## src/rtl/log_fir_tap_scheduler_pkg.sv

```systemverilog
// Shared constants for the folded log-domain FIR tap schedulers.
// FSM encoding, group/accumulator sizing and saturation limits.
package log_fir_tap_scheduler_pkg;

  typedef enum logic [1:0] {
    S_IDLE  = 2'd0,
    S_RUN   = 2'd1,
    S_DRAIN = 2'd2,
    S_DONE  = 2'd3
  } state_t;

  function automatic int groups_of(input int ord, input int lanes);
    return ord / lanes;
  endfunction

  function automatic int acc_w_of(input int width, input int ord);
    return width + $clog2(ord) + 1;
  endfunction

  function automatic int addr_w_of(input int groups);
    return (groups > 1) ? $clog2(groups) : 1;
  endfunction

  function automatic int sat_hi(input int width);
    return (2 ** (width - 1)) - 1;
  endfunction

  function automatic int sat_lo(input int width);
    return -(2 ** (width - 1));
  endfunction

endpackage

```

## src/rtl/log_fir_tap_scheduler_if.sv

```systemverilog
// Scheduler bus: start/ready control, memory read strobe and group address,
// lane products in, saturated filter output with valid pulse.
interface log_fir_tap_scheduler_if #(
  parameter int WIDTH = 16,
  parameter int LANES = 8,
  parameter int ORD   = 64
);
  import log_fir_tap_scheduler_pkg::*;

  localparam int AW = addr_w_of(groups_of(ORD, LANES));

  logic                     start;
  logic                     ready;
  logic                     busy;
  logic                     mem_rd_en;
  logic [AW-1:0]            grp_addr;
  logic [LANES*WIDTH-1:0]   tap_in_packed;
  logic [WIDTH-1:0]         y_out;
  logic                     y_valid;

  modport master (
    output start, tap_in_packed,
    input  ready, busy, mem_rd_en, grp_addr, y_out, y_valid
  );

  modport slave (
    input  start, tap_in_packed,
    output ready, busy, mem_rd_en, grp_addr, y_out, y_valid
  );

endinterface

```

## src/rtl/log_fir_lane_sum.sv

```systemverilog
// Combinational signed adder tree over LANES products of WIDTH bits.
// Ports: lanes (packed, lane k at [WIDTH*k +: WIDTH]), sum (full precision).
module log_fir_lane_sum #(
  parameter int WIDTH = 16,
  parameter int LANES = 8
) (
  input  logic [LANES*WIDTH-1:0]                  lanes,
  output logic signed [WIDTH+$clog2(LANES)-1:0]   sum
);
  localparam int SUM_W = WIDTH + $clog2(LANES);

  always_comb begin
    sum = '0;
    for (int k = 0; k < LANES; k++) begin
      sum = sum + SUM_W'(signed'(lanes[WIDTH*k +: WIDTH]));
    end
  end

endmodule

```

## src/rtl/log_fir_tap_scheduler.sv

```systemverilog
// Folded FIR tap sequencer: walks GROUPS groups, accumulates lane sums and
// emits one saturated output. Ports: clk, reset (sync, high), bus (slave).
module log_fir_tap_scheduler
  import log_fir_tap_scheduler_pkg::*;
#(
  parameter int WIDTH     = 16,
  parameter int QP        = 12,
  parameter int ORD       = 64,
  parameter int LANES     = 8,
  parameter int LOG_WIDTH = 17
) (
  input  logic                    clk,
  input  logic                    reset,
  log_fir_tap_scheduler_if.slave  bus
);
  localparam int GROUPS = groups_of(ORD, LANES);
  localparam int ACC_W  = acc_w_of(WIDTH, ORD);
  localparam int AW     = addr_w_of(GROUPS);
  localparam int SUM_W  = WIDTH + $clog2(LANES);

  localparam logic signed [ACC_W-1:0] ACC_MAX = ACC_W'(sat_hi(WIDTH));
  localparam logic signed [ACC_W-1:0] ACC_MIN = ACC_W'(sat_lo(WIDTH));

  if (ORD % LANES != 0) begin : g_bad_ord
    $error("ORD must be a multiple of LANES");
  end
  if (QP >= WIDTH || LOG_WIDTH < 2) begin : g_bad_fmt
    $error("bad QP/LOG_WIDTH");
  end

  state_t                   state;
  logic                     dv;
  logic signed [ACC_W-1:0]  acc;
  logic signed [ACC_W-1:0]  acc_nxt;
  logic signed [SUM_W-1:0]  lane_sum;
  logic [WIDTH-1:0]         y_sat;

  log_fir_lane_sum #(
    .WIDTH (WIDTH),
    .LANES (LANES)
  ) u_sum (
    .lanes (bus.tap_in_packed),
    .sum   (lane_sum)
  );

  // Output is registered from the post-accumulate value so the last
  // group, arriving during DRAIN, is included in the DONE-cycle output.
  always_comb begin
    acc_nxt = acc;
    if (dv) acc_nxt = acc + ACC_W'(lane_sum);
  end

  always_comb begin
    y_sat = acc_nxt[WIDTH-1:0];
    if (acc_nxt > ACC_MAX)      y_sat = {1'b0, {(WIDTH-1){1'b1}}};
    else if (acc_nxt < ACC_MIN) y_sat = {1'b1, {(WIDTH-1){1'b0}}};
  end

  always_ff @(posedge clk) begin
    if (reset) begin
      state         <= S_IDLE;
      dv            <= 1'b0;
      acc           <= '0;
      bus.ready     <= 1'b1;
      bus.busy      <= 1'b0;
      bus.mem_rd_en <= 1'b0;
      bus.grp_addr  <= '0;
      bus.y_out     <= '0;
      bus.y_valid   <= 1'b0;
    end else begin
      dv          <= bus.mem_rd_en;
      acc         <= acc_nxt;
      bus.y_valid <= 1'b0;
      unique case (state)
        S_IDLE: begin
          if (bus.start) begin
            state         <= S_RUN;
            acc           <= '0;
            bus.ready     <= 1'b0;
            bus.busy      <= 1'b1;
            bus.mem_rd_en <= 1'b1;
            bus.grp_addr  <= '0;
          end
        end
        S_RUN: begin
          if (bus.grp_addr == AW'(GROUPS - 1)) begin
            state         <= S_DRAIN;
            bus.mem_rd_en <= 1'b0;
            bus.grp_addr  <= '0;
          end else begin
            bus.grp_addr  <= bus.grp_addr + 1'b1;
          end
        end
        S_DRAIN: begin
          state       <= S_DONE;
          bus.y_valid <= 1'b1;
          bus.y_out   <= y_sat;
        end
        S_DONE: begin
          state     <= S_IDLE;
          bus.busy  <= 1'b0;
          bus.ready <= 1'b1;
        end
        default: state <= S_IDLE;
      endcase
    end
  end

endmodule

```

## src/flat_wrapper.sv

```systemverilog
// flat-port wrapper written by rule: the top's interface ports become plain ports
module log_fir_tap_scheduler_flat import log_fir_tap_scheduler_pkg::*;
#(
  parameter int WIDTH     = 16,
  parameter int QP        = 12,
  parameter int ORD       = 64,
  parameter int LANES     = 8,
  parameter int LOG_WIDTH = 17
)
  (clk, reset, bus_start, bus_tap_in_packed, bus_ready, bus_busy, bus_mem_rd_en, bus_grp_addr, bus_y_out, bus_y_valid);
  log_fir_tap_scheduler_if #(.WIDTH(WIDTH), .LANES(LANES), .ORD(ORD)) bus_i ();
  input  logic clk;
  input  logic reset;
  input wire logic [$bits(bus_i.start)-1:0] bus_start;
  input wire logic [$bits(bus_i.tap_in_packed)-1:0] bus_tap_in_packed;
  output wire logic [$bits(bus_i.ready)-1:0] bus_ready;
  output wire logic [$bits(bus_i.busy)-1:0] bus_busy;
  output wire logic [$bits(bus_i.mem_rd_en)-1:0] bus_mem_rd_en;
  output wire logic [$bits(bus_i.grp_addr)-1:0] bus_grp_addr;
  output wire logic [$bits(bus_i.y_out)-1:0] bus_y_out;
  output wire logic [$bits(bus_i.y_valid)-1:0] bus_y_valid;
  assign bus_i.start = bus_start;
  assign bus_i.tap_in_packed = bus_tap_in_packed;
  assign bus_ready = bus_i.ready;
  assign bus_busy = bus_i.busy;
  assign bus_mem_rd_en = bus_i.mem_rd_en;
  assign bus_grp_addr = bus_i.grp_addr;
  assign bus_y_out = bus_i.y_out;
  assign bus_y_valid = bus_i.y_valid;
  log_fir_tap_scheduler #(.WIDTH(WIDTH), .QP(QP), .ORD(ORD), .LANES(LANES), .LOG_WIDTH(LOG_WIDTH)) u_core (.clk(clk), .reset(reset), .bus(bus_i));
endmodule
```

## config.mk

```make
export PLATFORM = sky130hd
export DESIGN_NAME = log_fir_tap_scheduler_flat
export DESIGN_NICKNAME = d
export VERILOG_FILES = /design/src/rtl/log_fir_tap_scheduler_pkg.sv /design/src/rtl/log_fir_tap_scheduler_if.sv /design/src/rtl/log_fir_lane_sum.sv /design/src/rtl/log_fir_tap_scheduler.sv /design/src/flat_wrapper.sv
export SDC_FILE = /design/constraint.sdc
export NUM_CORES = 1
export LEC_CHECK = 0
export BUFFER_PORTS_ARGS = -buffer_cell sky130_fd_sc_hd__buf_2
export CAP_MARGIN = 15
export CORE_MARGIN = 3
export CORE_UTILIZATION = 45
export CTS_BUF_LIST = sky130_fd_sc_hd__clkbuf_4 sky130_fd_sc_hd__clkbuf_8
export DETAILED_ROUTE_END_ITERATION = 6
export PLACE_DENSITY = 0.78
export SLEW_MARGIN = 0
export SYNTH_ARGS = -nofsm -noshare
export SYNTH_HDL_FRONTEND = slang
export SYNTH_SLANG_ARGS = --single-unit
```

## constraint.sdc

```tcl
create_clock -name clk -period 8.34 [get_ports clk]
set_input_delay 1.251 -clock clk [delete_from_list [all_inputs] [get_ports clk]]
set_output_delay 1.251 -clock clk [all_outputs]
set_load 0.01 [all_outputs]
```

==> impl_metrics.csv <==
group,metric,value,unit
logic_synthesis,synth-edff-count,0,
timing,finalWorstSetupSlack,1.63,ns
floorplanning,die_h,127,um
setup_path,cp-endpoint,"u_core.bus.y_out[2]",
cells_and_area,syn2layout_area_growth,15.9,%
detailed_routing,ant_nets,0,
clocking,cts_post_setup_buffers_inserted,0,
logic_synthesis,yosys_warnings,0,
logic_synthesis,synthDistinctLibCells,52,
clocking,cts.path.max_buffers,2,
global_route,overflow,0,
cells_and_area,fill_cells,1335,
timing,period_needed,6.71,ns
clocking,cts_max_level,2,
detailed_routing,routed_wl,13.2,mm
global_route,grt.total_usage,0.170,
timing,period_share,0.805,
detailed_routing,detail_route.first_pass.iterations,4,
detailed_routing,dr_total_vias,4944,
cells_and_area,final_common_cell,"inv_1",
floorplanning,design.die.area,16100,um2
logic_synthesis,synthesis.area,6570,um2
setup_path,reg2reg_slack,2.54,ns
logic_synthesis,synth_flop_cell,"dfxtp_1",
setup_path,worst_setup_path_end_kind,"register",
global_route,grt_pass1_wl,22.9,mm
timing,setup_viol,0,
logic_synthesis,ys_seq_elements,49,
run_status,run_status,"finished, final reports clean",
clocking,tritoncts,"built",
setup_path,reg2reg_to,"u_core.bus.y_out[2]",
clocking,clock_sinks,49,
placement,place_congestion,0.844,
placement,dpl_cell_area,7500,um2
setup_path,required,8.50,ns
floorplanning,rows,43,
floorplanning,start_util,0.466,
timing,fin_worst_skew,0.00985,ns
cells_and_area,drive_above_1_share,0.218,
clocking,clk_pin_slew,0.10,ns
timing,worst_slew_pin_slew,0.966,ns
cells_and_area,n_antenna_cell,0,
clocking,clkLatencyLatePin,0.31,ns
placement,hpwl,11.5,mm
timing,tns,0,ns
global_route,grt_pass1_vias,5151,
setup_path,critPathArrivalTime,6.87,ns
cells_and_area,mostFrequentLayoutCells,"192 x inv_1, 153 x buf_2, 133 x fa_1, 60 x nor2_1, 49 x dfxtp_1",
logic_synthesis,syn_nets,988,
setup_path,cp_max_fo,15,
global_route,grt_max_degree,30,
clocking,holdBufCountCts,0,
run,maxCapViolations,0,
global_route,antenna_found_initial,0,
clocking,cts_root_buf,"clkbuf_8",
logic_synthesis,synthArstFlopShare,0,
floorplanning,num_io_pins,154,
logic_synthesis,synth_area_per_cell,9.48,um2
setup_path,rr_startpoint,"u_core.acc[2]",
clocking,cts_made_buffers,5,
timing,drv_slew,0,
floorplanning,core_area,14100,um2
setup_path,cp-startpoint,"bus_tap_in_packed[2]",
detailed_routing,viasPerCell,4.84,
detailed_routing,drt_iter0_drc,181,
floorplanning,die_x,127,um
timing,max_slew_margin,0.356,
cells_and_area,layout.nets,1135,
cells_and_area,final_cell_area,7610,um2
setup_path,cp-start-kind,"input pin",
detailed_routing,routedWlPerCell,13.0,um
detailed_routing,drc,0,
timing,fmax,149,MHz
timing,hold_violations,0,
placement,io_buffers,153,
setup_path,ff2ff_path_depth,19,
logic_synthesis,synth_cells,693,
timing,rsz0062_at_grt,"false",
logic_synthesis,yosysSeqAreaShare,0.149,
clocking,cts_resized,0,
min_path,hold_class,"reg2reg",
setup_path,critical_path_class,"in2reg",
placement,dp_slack,1.29,ns
## per-stage QoR
stage	utilization	instances	hold WS [ns]
5_1_grt	0.540	1021	0.523
4_1_cts	0.540	1021	0.491
3_5_place_dp	0.532	1013	0.477
2_1_floorplan	-	693	0.487
6_report	0.540	1021	0.491
3_3_place_gp	0.532	1013	0.477
## state kept, by name, indices dropped and copies added, names as in the netlist
| register | count |
|---|---|
| u_core.bus.busy | 1 |
| u_core.bus.grp_addr | 3 |
| u_core.bus.y_out | 16 |
| u_core.dv | 1 |
| u_core.bus.ready | 1 |
| u_core.state | 2 |
| u_core.bus.y_valid | 1 |
| u_core.acc | 23 |
| u_core.bus.mem_rd_en | 1 |
## cell type report
type	count	area (um2)	share of cell area
Clock inverter	3	43.8	0.00575
Timing Repair Buffer	154	773	0.102
Tap cell	180	225	0.0296
Inverter	192	721	0.0947
Clock buffer	5	68.8	0.00904
Multi-Input combinational cell	438	4800	0.630
Sequential cell	49	981	0.129
## kinds of logic after synthesis
kind of cell	synth area share
DFF	0.149
muxes	0.0213
AOI/OAI and AO/OA	0.117
xor gates and xnor gates	0.0200
and+or+nand+nor	0.107
buffers and inverters	0.120
adders and majority gates	0.464
## layer usage
layer / vias to the layer above / GRT usage / share of wire
met5: - / 0 / 0
met4: 0 / 0.0246 / 0.0071
met3: 7 / 0.0227 / 0.056
met2: 116 / 0.314 / 0.53
met1: 2409 / 0.218 / 0.41
li1: 2412 / - / -
## worst min-delay path by stage
stage / slack (ns) / endpoint / start / cells after the start
after global routing: 0.52 / u_core.bus.mem_rd_en / u_core.bus.mem_rd_en / 2
after detailed placement: 0.48 / u_core.bus.y_out[1] / u_core.bus.y_out[1] / 2
final: 0.49 / u_core.bus.y_out[15] / u_core.bus.y_out[15] / 2
after CTS: 0.49 / u_core.bus.y_out[1] / u_core.bus.y_out[1] / 2
after floorplan: 0.49 / u_core.state[1] / u_core.state[1] / 2
after global placement: 0.48 / u_core.bus.y_out[1] / u_core.bus.y_out[1] / 2
## worst max-delay path, cell delays in order
cell	delay, ns
buf_2	0.07
inv_1	0.04
fa_1	0.53
inv_1	0.06
fa_1	0.51
fa_1	0.56
inv_1	0.06
fa_1	0.46
inv_1	0.07
ha_1	0.20
inv_1	0.07
fa_1	0.39
nor2b_1	0.17
o2111ai_1	0.23
a21bo_4	0.29
a21oi_2	0.14
o211ai_1	0.10
and4_1	0.20
nor3_1	0.40
nor2_1	0.16
o2bb2ai_2	0.70
a211oi_1	0.16
## synthesized netlist by cell type (11+ instances only)
| master | instances | area share |
|---|---|---|
| ha_1 | 31 | 0.059 |
| nor2_1 | 60 | 0.034 |
| a211oi_2 | 11 | 0.021 |
| a211oi_1 | 11 | 0.013 |
| a21o_1 | 12 | 0.014 |
| xnor2_1 | 11 | 0.015 |
| dfxtp_1 | 49 | 0.15 |
| inv_1 | 192 | 0.11 |
| nand2_1 | 22 | 0.013 |
| nand2b_1 | 17 | 0.016 |
| a21oi_1 | 26 | 0.020 |
| nor2b_1 | 11 | 0.010 |
| mux2i_1 | 14 | 0.021 |
| fa_1 | 133 | 0.41 |
Power is not shown: default switching activity piles up to over one toggle a cycle in this logic, so the estimate is an artifact.
